===== src/rtl/fetch_aligner_pkg.sv =====
// Shared types for the fetch aligner: execution-environment widths and the
// pending-halfword record carried between fetch words.
package fetch_aligner_pkg;

  localparam int unsigned XLEN   = 32;
  localparam int unsigned IALIGN = 16;

  typedef logic [XLEN-1:0] UIntX;
  typedef logic [31:0]     Inst;

  typedef struct packed {
    logic        valid;
    logic [15:0] bits;
    UIntX        pc;
  } FetchHalf;

  // A halfword starts a compressed instruction unless its two LSBs are 2'b11.
  function automatic logic half_is_rvc(input logic [1:0] lsb);
    return lsb != 2'b11;
  endfunction

endpackage


===== src/rtl/fetch_aligner.sv =====
// Splits/joins 32-bit fetch words into whole RVC or 32-bit instructions,
// one per decoder handshake, through a registered output stage.
module fetch_aligner
  import fetch_aligner_pkg::*;
#(
  parameter int unsigned IALIGN_P = IALIGN
) (
  input  logic        clk,
  input  logic        rst_n,
  input  logic        flush,
  input  UIntX        flush_pc,
  input  logic        f_valid,
  output logic        f_ready,
  input  UIntX        f_addr,
  input  logic [31:0] f_bits,
  output logic        d_valid,
  input  logic        d_ready,
  output UIntX        d_pc,
  output Inst         d_bits,
  output logic        d_is_rvc
);

  localparam logic HALF = (IALIGN_P == 16);

  FetchHalf p, p_nxt;
  logic     skip, skip_nxt;
  logic     adv;
  logic     p_rvc, lo_rvc;
  UIntX     hi_pc;
  logic     emit;
  Inst      e_bits;
  UIntX     e_pc;
  logic     e_rvc;

  assign adv    = !d_valid || d_ready;
  assign p_rvc  = HALF && half_is_rvc(p.bits[1:0]);
  assign lo_rvc = HALF && half_is_rvc(f_bits[1:0]);
  assign hi_pc  = f_addr + UIntX'(2);

  always_comb begin
    f_ready  = 1'b0;
    emit     = 1'b0;
    e_bits   = '0;
    e_pc     = '0;
    e_rvc    = 1'b0;
    p_nxt    = p;
    skip_nxt = skip;
    if (flush) begin
      // Invalid P keeps the redirect target only as a record; it is never emitted.
      p_nxt    = '{valid: 1'b0, bits: 16'h0, pc: flush_pc};
      skip_nxt = HALF && flush_pc[1];
    end else if (adv) begin
      if (p.valid && p_rvc) begin
        emit        = 1'b1;
        e_bits      = {16'h0, p.bits};
        e_pc        = p.pc;
        e_rvc       = 1'b1;
        p_nxt.valid = 1'b0;
      end else begin
        f_ready = 1'b1;
        if (f_valid) begin
          if (p.valid) begin
            emit   = 1'b1;
            e_bits = {f_bits[15:0], p.bits};
            e_pc   = p.pc;
            p_nxt  = '{valid: 1'b1, bits: f_bits[31:16], pc: hi_pc};
          end else if (skip) begin
            p_nxt    = '{valid: 1'b1, bits: f_bits[31:16], pc: hi_pc};
            skip_nxt = 1'b0;
          end else if (lo_rvc) begin
            emit   = 1'b1;
            e_bits = {16'h0, f_bits[15:0]};
            e_pc   = f_addr;
            e_rvc  = 1'b1;
            p_nxt  = '{valid: 1'b1, bits: f_bits[31:16], pc: hi_pc};
          end else begin
            emit   = 1'b1;
            e_bits = f_bits;
            e_pc   = f_addr;
          end
        end
      end
    end
  end

  always_ff @(posedge clk or negedge rst_n) begin
    if (!rst_n) begin
      d_valid  <= 1'b0;
      d_pc     <= '0;
      d_bits   <= '0;
      d_is_rvc <= 1'b0;
      p        <= '0;
      skip     <= 1'b0;
    end else begin
      p    <= p_nxt;
      skip <= skip_nxt;
      if (flush) begin
        d_valid <= 1'b0;
      end else if (adv) begin
        d_valid <= emit;
        if (emit) begin
          d_pc     <= e_pc;
          d_bits   <= e_bits;
          d_is_rvc <= e_rvc;
        end
      end
    end
  end

endmodule


===== config.mk =====
export PLATFORM = sky130hd
export DESIGN_NAME = fetch_aligner
export DESIGN_NICKNAME = d
export VERILOG_FILES = /design/src/rtl/fetch_aligner_pkg.sv /design/src/rtl/fetch_aligner.sv
export SDC_FILE = /design/constraint.sdc
export NUM_CORES = 1
export LEC_CHECK = 0
export CAP_MARGIN = 25
export CORE_MARGIN = 1.5
export CORE_UTILIZATION = 52
export CTS_CLUSTER_SIZE = 24
export DETAILED_ROUTE_END_ITERATION = 16
export PLACE_DENSITY_LB_ADDON = 0.3
export SLEW_MARGIN = 10
export SYNTH_ARGS = -nofsm -noshare
export SYNTH_HDL_FRONTEND = slang
export SYNTH_SLANG_ARGS = --single-unit

===== constraint.sdc =====
create_clock -name clk -period 3.99 [get_ports clk]
set_input_delay 0.5985 -clock clk [delete_from_list [all_inputs] [get_ports clk]]
set_output_delay 0.5985 -clock clk [all_outputs]
set_load 0.02 [all_outputs]

# == Yosys cells after proc, flatten, opt, wreduce, memory -nomap -nowiden ==
# Index checks and enable logic that the tools add are counted.
# word_totals
inputBits,101
regBits,116
wordCells,63
output_inout_bits,67
# op_classes
reduce_logical,11
bitwise_logic,1
add_sub_neg,1
eq_ne,4
muxes,38
# op_table
op,n
2-to-1 mux 49 bit,6
2-to-1 mux 32 bit,9
2-to-1 mux 48 bit,1
adder 32 x 2 -> 32 bit (second input constant),1
2-to-1 mux 1 bit,22
inequality test 2 bit (second input constant),4
AND reduction 4 bit,2
nonzero test 2 bit,2
nonzero test 4 bit,1
AND reduction 3 bit,1
nonzero test 3 bit,1
AND reduction 2 bit,1
logical AND 1 bit,1
logical NOT 1 bit,1
logical OR 1 bit,1
NOT 1 bit,1

# == Depth between registers and ports, before layout ==
# depth
depth_word,8
ltp_mapped,8
ltp_nobuf,6

# == Least setup slack after synthesis ==
# OpenSTA, ideal clock, no wires.
# synth_timing
kind,input port to flip-flop
from,in f_addr[5]
to,reg p[30] (netlist bit)
path_stages,7
slack_ps,1897
n_path_buf,2
t_required_ps,3863
setup_ps,127
arrival_ps,1966
path_cell_list,buf_6 nand4_4 or4_4 buf_6 nor4_4 xnor2_1 a21oi_1
# synth_between
elab_chain_len,8
# synth_rtl
element,line,rtl
start: declaration,fetch_aligner.sv:14,"input UIntX f_addr,"
adder 32 x 2 -> 32 bit (*),fetch_aligner.sv:38,assign hi_pc = f_addr + UIntX'(2);
2-to-1 mux 49 bit,fetch_aligner.sv:70,end else if (lo_rvc) begin
2-to-1 mux 49 bit,fetch_aligner.sv:67,end else if (skip) begin
2-to-1 mux 49 bit (*),fetch_aligner.sv:62,if (p.valid) begin
2-to-1 mux 49 bit (*),fetch_aligner.sv:61,if (f_valid) begin
2-to-1 mux 48 bit (*),fetch_aligner.sv:53,if (p.valid && p_rvc) begin
2-to-1 mux 49 bit (*),fetch_aligner.sv:52,end else if (adv) begin
2-to-1 mux 49 bit (*),fetch_aligner.sv:48,if (flush) begin
end signal: assignment,fetch_aligner.sv:95,p <= p_nxt;
end: declaration,fetch_aligner.sv:25,"FetchHalf p, p_nxt;"
# Mark *: on every way between the ends. The rest lies on a longest branch, timed or not. The select of a mux whose other input is x is not followed.
# A chain may end at the register's enable or synchronous reset.

# == Worst setup path in the final report ==
# layout_timing
from,reg p[48] (netlist bit)
to,out f_ready
# layout_between
elab_chain_len,4
# layout_rtl
element,line,rtl
logical AND 1 bit,fetch_aligner.sv:53,
2-to-1 mux 1 bit,fetch_aligner.sv:53,
2-to-1 mux 1 bit,fetch_aligner.sv:52,
2-to-1 mux 1 bit,fetch_aligner.sv:48,
end: declaration,fetch_aligner.sv:13,"output logic f_ready,"
# No other way between the ends.

==> flow_summary.json <==
{
  "status": "complete, no violations",
  "dpl_worst_slack_ns": 0.8425,
  "crit_family": "compound AO/OA/AOI/OAI gates",
  "multi_input_area_um2": 2769,
  "period_share_pct": 78.76,
  "grt_use_total_pct": 30.97,
  "path_cells": "a21boi_1, nor3_1, clkdlybuf4s50_1",
  "synth-seq-cells": 116,
  "tightest_slew_ns": 0.8897,
  "grt_overflow": 0,
  "cts_setup_buffers": 0,
  "post-route-min-period_ns": 3.143,
  "startpoint": "p[48]$_DFFE_PN0P_",
  "critPathBufInv": 1,
  "die_w_um": 109.0,
  "via_per_inst": 6.065,
  "start_kind": "flop",
  "routed_wl_um": 17430,
  "cts_sinks": 116,
  "antenna_found_initial": 0,
  "initial_utilization_pct": 53.70,
  "drt-wirelength-per-cell_um": 19.30,
  "finalNetCount": 852,
  "grt_setup_unrepaired": "false",
  "root_buffer": "clkbuf_8",
  "endpoint_kind": "output port",
  "final_cell_mix": "165 x clkdlybuf4s50_1, 115 x dfrtp_1, 110 x nand2_1",
  "seq_area_um2": 2907,
  "synth_top_family_by_area": "compound AO/OA/AOI/OAI gates",
  "placed_area_um2": 7605,
  "relSlewSlack_pct": 40.66,
  "die_h_um": 109.0,
  "stdcell_area_um2": 8228,
  "finalSetupViolCount": 0,
  "final.fill_count": 747,
  "rows": 38,
  "synth_xor_area_share_pct": 4.194,
  "portBuffers": 167,
  "drv_cap": 0,
  "syn_area_per_cell_um2": 9.729,
  "cts_tree": "built",
  "core_um2": 10890,
  "ir_drop_mv": 0.2632,
  "layout-drive-gt1-share_pct": 7.471,
  "cts_buffer_depth": 2,
  "yosys_warnings": 0,
  "drt-pass1-iter-count": 5,
  "synthCells": 601,
  "fin_ws_ns": 0.8475,
  "yosysSeqAreaShare_pct": 49.65,
  "vias": 5477,
  "h-tree-depth": 4,
  "synth_compound_area_share_pct": 17.36,
  "postCtsHoldBufs": 0,
  "setup_tns_ns": 0,
  "maxSlewViolCount": 0,
  "syn2layout_area_growth_pct": 40.72,
  "cts_resized": 0,
  "holdWs_ns": 0.1485,
  "muxShareOfSynthArea_pct": 8.217,
  "crit_slowest_cell": "a21boi_1",
  "ys_types": 43,
  "synth-adder-area-share_pct": 0.2140,
  "grt_pass1_wl_um": 27960,
  "dp_hpwl_um": 11500,
  "final-hold-violation-count": 0,
  "cts_buffers": 17,
  "clk_pin_slew_ns": 0.05,
  "fmax_ghz": 0.3182,
  "power_leakage_nw": 3.353,
  "drtIter0Drc": 472,
  "p_per_area_nw_per_um2": 498.9,
  "syn_area_um2": 5847,
  "path_class": "flop to output port",
  "crit_fanout": 18,
  "hp-class": "primary input to async pin",
  "dieArea_um2": 11890,
  "r2r-start": "p[48]$_DFFE_PN0P_",
  "synth_nets": 703,
  "drc": 0,
  "grt_pass1_vias": 5561,
  "yosys.area_share.simple_pct": 16.46,
  "gp_congestion": 0.8975,
  "io_pins": 168,
  "antennaDiodeCount": 0,
  "crit_path_max_incr_delay_ns": 0.69,
  "grt_max_degree": 61,
  "clkLatencyLatePin_ns": 0.53,
  "mostFrequentLayoutCell": "clkdlybuf4s50_1",
  "required_ns": 3.39,
  "finalClockSkew_ns": 0.01047,
  "arrival_ns": 2.54,
  "ant_nets": 0,
  "total_power_mw": 4.105
}
## final cells by class
cell class	count	area share, %
Inverter	4	0.1825
Sequential cell	116	35.33
Timing Repair Buffer	178	21.47
Clock inverter	15	2.205
Tap cell	140	2.129
Clock buffer	17	5.033
Multi-Input combinational cell	433	33.65
## routing by layer
| metal | up-vias | share of wire [%] | track usage, % |
|---|---|---|---|
| li1 | 2480 | - | - |
| met1 | 2697 | 40 | 38.72 |
| met2 | 263 | 50 | 51.29 |
| met3 | 37 | 7.7 | 7.651 |
| met4 | 0 | 2.4 | 12.78 |
| met5 | - | 0 | 0 |
## Yosys cell counts (all sizes together)
master,instances,area share [%]
a21oi,13,1.1
dfrtp,116,50
nand2b,1,0.11
buf,13,1.4
nor2b,1,0.11
and3,4,0.43
clkbuf,35,2.2
o311ai,1,0.15
a21boi,1,0.13
o21ai,40,3.4
inv,4,0.26
ha,1,0.21
a22o,1,0.15
o221a,1,0.19
nor3b,3,0.39
nand2,110,7.1
and4,2,0.30
xor2,12,1.8
a211oi,1,0.13
mux2i,48,8.2
nor4bb,1,0.17
a221oi,7,1.0
nand4,12,1.5
o31ai,48,6.2
nor4,3,0.68
o2111ai,1,0.15
nor2,26,1.7
o21a,3,0.39
nand3,25,2.1
a31oi,1,0.11
nor4b,1,0.26
or4b,1,0.17
o22ai,1,0.11
and2,2,0.21
xnor2,16,2.4
a22oi,32,4.1
nor3,12,1.0
or4,1,0.19
## path summary, 6_finish.rpt
kind / to / slack, ns / depth (start not counted)
worst max-delay path: f_ready / 0.85 / 3
worst min-delay path: p[6]$_DFFE_PN0P_ / 0.15 / 1
worst max register to register: d_pc[22]$_DFFE_PN0P_ / 1.24 / 4
worst min register to register: p[39]$_DFFE_PN0P_ / 0.47 / 2
max in group asynchronous: d_bits[22]$_DFFE_PN0P_ / 2.88 / 2
min in group clk: p[39]$_DFFE_PN0P_ / 0.47 / 2
## kinds of logic after synthesis
| logic type | Yosys count |
|---|---|
| DFF | 116 |
| and+or+nand+nor | 205 |
| AOI/OAI and AO/OA | 151 |
| muxes | 48 |
| xor gates and xnor gates | 28 |
| buffers and inverters | 52 |
| adders and majority gates | 1 |
## where the power goes
group          internal, mW  switching (mW)  leakage, nW
Combinational         0.496           0.585         1.59
Clock                 0.953           0.568        0.277
Sequential             1.38           0.126         1.49
Total                  2.83            1.28         3.35
## state kept, by name (all words and copies together) (netlist names)
| name | count |
|---|---|
| d_pc | 32 |
| d_valid | 1 |
| d_is_rvc | 1 |
| skip | 1 |
| d_bits | 32 |
| p | 49 |
## through the flow
| step | utilization, % | instances |
|---|---|---|
| after global placement | 69.85 | 870 |
| final | 75.57 | 903 |
| after floorplan | - | 601 |
| after detailed placement | 69.85 | 870 |
| after global routing | 75.57 | 903 |
| after CTS | 75.32 | 902 |
Note: power is estimated with default switching activity, not from simulation.
